$ cat src/rtl/hms_timekeeper.sv
// Hours/minutes/seconds timekeeper with prescaler, load/hold/run/countdown modes,
// alarm comparator and one-cycle tick/day-wrap/alarm/timer-done pulses.
module hms_timekeeper #(
  parameter int unsigned CLK_HZ  = 100000000,
  parameter int unsigned TICK_HZ = 1,
  parameter int unsigned HRS_MOD = 24
) (
  input  logic       clk,
  input  logic       reset,
  input  logic [2:0] mode,
  input  logic [4:0] in_hrs,
  input  logic [5:0] in_min,
  input  logic [5:0] in_sec,
  input  logic       alarm_en,
  input  logic [4:0] alm_hrs,
  input  logic [5:0] alm_min,
  input  logic [5:0] alm_sec,
  output logic [4:0] out_hrs,
  output logic [5:0] out_min,
  output logic [5:0] out_sec,
  output logic       tick,
  output logic       day_wrap,
  output logic       alarm_hit,
  output logic       timer_done
);

  localparam int unsigned DIV     = CLK_HZ / TICK_HZ;
  localparam int unsigned PW      = (DIV > 1) ? $clog2(DIV) : 1;
  localparam logic [PW-1:0] PRE_MAX = PW'(DIV - 1);
  localparam logic [4:0] HRS_MAX  = 5'(HRS_MOD - 1);
  localparam logic [5:0] MS_MAX   = 6'd59;

  typedef enum logic [1:0] {
    M_RUN,
    M_LOAD,
    M_HOLD,
    M_CDOWN
  } mode_e;

  mode_e         mode_d;
  logic [PW-1:0] presc;

  logic [4:0] inc_hrs, dec_hrs, ld_hrs;
  logic [5:0] inc_min, dec_min, ld_min;
  logic [5:0] inc_sec, dec_sec, ld_sec;
  logic       at_zero, inc_zero, dec_zero, alarm_match;

  // Codes 4..7 are treated as HOLD
  always_comb begin
    case (mode)
      3'd0:    mode_d = M_RUN;
      3'd1:    mode_d = M_LOAD;
      3'd3:    mode_d = M_CDOWN;
      default: mode_d = M_HOLD;
    endcase
  end

  always_comb begin
    inc_hrs = out_hrs;
    inc_min = out_min;
    inc_sec = out_sec + 6'd1;
    if (out_sec == MS_MAX) begin
      inc_sec = '0;
      if (out_min == MS_MAX) begin
        inc_min = '0;
        inc_hrs = (out_hrs == HRS_MAX) ? '0 : out_hrs + 5'd1;
      end else begin
        inc_min = out_min + 6'd1;
      end
    end
  end

  // Borrow chain; only used when the current value is non-zero
  always_comb begin
    dec_hrs = out_hrs;
    dec_min = out_min;
    dec_sec = out_sec - 6'd1;
    if (out_sec == '0) begin
      dec_sec = MS_MAX;
      if (out_min == '0) begin
        dec_min = MS_MAX;
        dec_hrs = out_hrs - 5'd1;
      end else begin
        dec_min = out_min - 6'd1;
      end
    end
  end

  always_comb begin
    ld_hrs = ({1'b0, in_hrs} >= 6'(HRS_MOD)) ? HRS_MAX : in_hrs;
    ld_min = (in_min > MS_MAX) ? MS_MAX : in_min;
    ld_sec = (in_sec > MS_MAX) ? MS_MAX : in_sec;
  end

  always_comb begin
    at_zero     = (out_hrs == '0) && (out_min == '0) && (out_sec == '0);
    inc_zero    = (inc_hrs == '0) && (inc_min == '0) && (inc_sec == '0);
    dec_zero    = (dec_hrs == '0) && (dec_min == '0) && (dec_sec == '0);
    alarm_match = alarm_en && ({inc_hrs, inc_min, inc_sec} == {alm_hrs, alm_min, alm_sec});
  end

  always_ff @(posedge clk or posedge reset) begin
    if (reset) begin
      presc      <= '0;
      out_hrs    <= '0;
      out_min    <= '0;
      out_sec    <= '0;
      tick       <= 1'b0;
      day_wrap   <= 1'b0;
      alarm_hit  <= 1'b0;
      timer_done <= 1'b0;
    end else begin
      tick       <= 1'b0;
      day_wrap   <= 1'b0;
      alarm_hit  <= 1'b0;
      timer_done <= 1'b0;
      case (mode_d)
        M_LOAD: begin
          presc   <= '0;
          out_hrs <= ld_hrs;
          out_min <= ld_min;
          out_sec <= ld_sec;
        end
        M_RUN, M_CDOWN: begin
          if (presc == PRE_MAX) begin
            presc <= '0;
            tick  <= 1'b1;
            if (mode_d == M_RUN) begin
              out_hrs   <= inc_hrs;
              out_min   <= inc_min;
              out_sec   <= inc_sec;
              day_wrap  <= inc_zero;
              alarm_hit <= alarm_match;
            end else if (!at_zero) begin
              out_hrs    <= dec_hrs;
              out_min    <= dec_min;
              out_sec    <= dec_sec;
              timer_done <= dec_zero;
            end
          end else begin
            presc <= presc + 1'b1;
          end
        end
        default: ;
      endcase
    end
  end

endmodule
$ cat config.mk
export PLATFORM = sky130hd
export DESIGN_NAME = hms_timekeeper
export DESIGN_NICKNAME = d
export VERILOG_FILES = /design/src/rtl/hms_timekeeper.sv
export SDC_FILE = /design/constraint.sdc
export NUM_CORES = 1
export LEC_CHECK = 0
export BUFFER_PORTS_ARGS = -buffer_cell sky130_fd_sc_hd__buf_4
export CAP_MARGIN = 10
export CORE_ASPECT_RATIO = 2
export CORE_MARGIN = 4
export CORE_UTILIZATION = 55
export CTS_CLUSTER_SIZE = 10
export DETAILED_ROUTE_END_ITERATION = 10
export PLACE_DENSITY = 0.79
export SETUP_SLACK_MARGIN = 0.1
export SYNTH_ARGS = -nofsm -noshare
export SYNTH_HDL_FRONTEND = slang
export SYNTH_SLANG_ARGS = --single-unit
$ cat constraint.sdc
create_clock -name clk -period 5.5 [get_ports clk]
set_clock_uncertainty 0.05 [all_clocks]
set_input_delay 1.1 -clock clk [delete_from_list [all_inputs] [get_ports clk]]
set_output_delay 1.1 -clock clk [all_outputs]
set_load 0.1 [all_outputs]
==> flow_metrics.tcl <==
set metrics [dict create \
    vias_per_cell 6.54 \
    routed-wl-met2_um 6950 \
    internal-power_mw 0.857 \
    tightest_slew_ns 1.04 \
    design_area_um2 4680 \
    wl_met3_um 673 \
    power_leakage_nw 1.96 \
    clkPwrFrac 0.206 \
    rsz0062_at_grt "false" \
    ys_ff_latch 48 \
    yosysMostFrequentCell "nor2_1" \
    synth_top_area_frac 0.296 \
    clkSlewWorstSetupHoldPaths_ns 0.07 \
    post_cts_resized 0 \
    postCtsSetupRepairBufs 0 \
    wl_met1_um 4400 \
    die_y_um 130 \
    fill_cells 653 \
    period_share 0.677 \
    peakVddDrop_mv 0.229 \
    hpwl_um 9750 \
    cts_tree "yes" \
    nets 608 \
    synth_area_um2 4060 \
    synth_cells 520 \
    vias 4254 \
    diodes 0 \
    ys_types 65 \
    antenna_found_initial 0 \
    setup_viol 0 \
    cts.sinks 48 \
    total_switching_power_mw 0.868 \
    ys_async_sr_fraction 1.00 \
    std_cell_rows 44 \
    synth_edf_count 0 \
    synth_ff_type "dfrtp_1" \
    numCtsBuffers 5 \
    clock_latency_ns 0.29 \
    drv_cap 0 \
    drtIter0Drc 318 \
    wl_um 13100 \
    setup_tns_ns 0 \
    ant_nets 0 \
    area_delta_synth_final_pct 15.2 \
    cp-start-kind "input pin" \
    drv_slew 0 \
    fp.dieArea_um2 8910 \
    ctsHoldBuffers 0 \
    hold_viol_final 0 \
    drive_gt1_frac 0.152 \
    start_util 0.563 \
    overflow 0 \
    powerDensity_nw_per_um2 368 \
    cp.required_ns 5.63 \
    outcome "completed" \
    route.detailed.drc 0 \
    end_kind "register" \
    hold_path_class "reg2reg" \
    dpl_cell_area_um2 4510 \
    crit_arrival_ns 3.86 \
    comb_power_share 0.475 \
    crit_path_max_fanout 35 \
    place.gp.congestion 0.967 \
    ioPinCount 61 \
    htreeDepth 2 \
    grt_pass1_vias 4221 \
    wire_per_inst_um 20.2 \
    power.share.sequential 0.319 \
    dr.pass1.iters 6 \
    grt_max_degree 49 \
    critPathKind "in2reg" \
    fin_util 0.649 \
    slew_headroom 0.306 \
    ys_seq_area_frac 0.296 \
    synth.cells.most_frequent "nor2_1, dfrtp_1, nand2_1" \
    synth_area_per_cell_um2 7.82 \
    fin_crit_ns 3.73 \
    cts_buffer_depth 2 \
    fp.dieW_um 68.8 \
    ys_warn_count 0 \
    clock-root-buffer "clkbuf_16" \
    synth_area_leaders "dfrtp_1, nor2_1, o21ai_0" \
    fmax_mhz 268 \
    grt_usage 0.309 \
    synth.net_count 571 \
    synth_area_leader_cell "dfrtp_1" \
    sw_frac_of_total 0.503 \
    port_buffers 60 \
    core_area_um2 7210 \
    route.top_layer_used "met4" \
    grt_pass1_wl_um 20500 \
]
flip-flops by register name, summed over array words and instances (netlist names):
name / flops
out_sec: 6
alarm_hit: 1
timer_done: 1
presc: 27
day_wrap: 1
tick: 1
out_min: 6
out_hrs: 5
power by group through the flow:
stage                     clock network (mW)  logic (mW)  registers [mW]
after floorplan                            0       0.446           0.693
after global placement                     0       0.802           0.547
after detailed placement                   0       0.810           0.550
after CTS                              0.358       0.813           0.543
after global routing                   0.376       0.873           0.560
final                                  0.355       0.820           0.550
area by class of cell:
type / count / area (um2) / area share
Sequential cell: 48 / 1200 / 0.256
Timing Repair Buffer: 65 / 485 / 0.104
Clock buffer: 5 / 125 / 0.0267
Clock inverter: 3 / 42.5 / 0.00908
Tap cell: 92 / 115 / 0.0246
Multi-Input combinational cell: 421 / 2650 / 0.567
Inverter: 16 / 60.1 / 0.0128
layer usage:
metal | vias to the layer above | track usage
met2 | 187 | 0.537
met5 | - | 0
met3 | 75 | 0.0512
met1 | 2030 | 0.306
li1 | 1962 | -
met4 | 0 | 0.248
worst paths after layout:
kind	endpoint	from	slack, ns	depth (start not counted)
min in group asynchronous	alarm_hit	reset	1.01	2
max	out_hrs[2]	mode[2]	1.77	9
min reg2reg	presc[24]	presc[24]	0.49	2
min	presc[24]	presc[24]	0.49	2
max reg2reg	alarm_hit	out_sec[0]	2.08	7
max in group asynchronous	out_hrs[4]	reset	3.73	2
stage by stage:
step / total power [mW] / std cells / worst slack (ns) / hold slack (ns)
2_1_floorplan: 1.14 / 520 / 2.11 / 0.444
3_3_place_gp: 1.35 / 641 / 1.52 / 0.471
3_5_place_dp: 1.36 / 641 / 1.50 / 0.480
4_1_cts: 1.71 / 649 / 1.80 / 0.498
5_1_grt: 1.81 / 650 / 1.65 / 0.522
6_report: 1.72 / 650 / 1.77 / 0.492
cell families after synthesis:
family                   after synthesis  synth area share
AND/OR/NAND/NOR                      230             0.290
buffers and inverters                 51            0.0514
AO/OA/AOI/OAI                        132             0.222
adder cells (fa/ha/maj)               11            0.0339
multiplexers                          11            0.0274
XOR/XNOR                              37            0.0797
flip-flops                            48             0.296
critical path: stages:
cell and delay (ns):
buf_4 0.11, nand2b_1 0.15, ha_1 0.21, buf_4 0.24, or3_1 0.53, or4_4 0.55, a21boi_4 0.57, a21oi_1 0.07
o2bb2a_1 0.30
cell usage in the layout (no fill, tap or decap), drive strengths merged, types with 3 or more instances in the layout:
| cell | n |
|---|---|
| a41o | 4 |
| buf | 64 |
| o21ai | 37 |
| a31oi | 5 |
| clkbuf | 6 |
| o22ai | 6 |
| a21o | 4 |
| nor3 | 10 |
| a21oi | 20 |
| or3 | 4 |
| nand4 | 14 |
| nand3 | 20 |
| nor4b | 6 |
| o211ai | 9 |
| o21a | 5 |
| inv | 15 |
| xor2 | 16 |
| a211o | 4 |
| xnor2 | 21 |
| ha | 11 |
| nor2 | 65 |
| or4 | 3 |
| dfrtp | 48 |
| nor2b | 8 |
| nand2b | 15 |
| a2111oi | 3 |
| a211oi | 5 |
| nand3b | 3 |
| and3 | 9 |
| nand2 | 48 |
| or2 | 5 |
| mux2i | 10 |
| o31ai | 4 |
| nor4 | 11 |
Note: power is estimated with default switching activity, not from simulation.
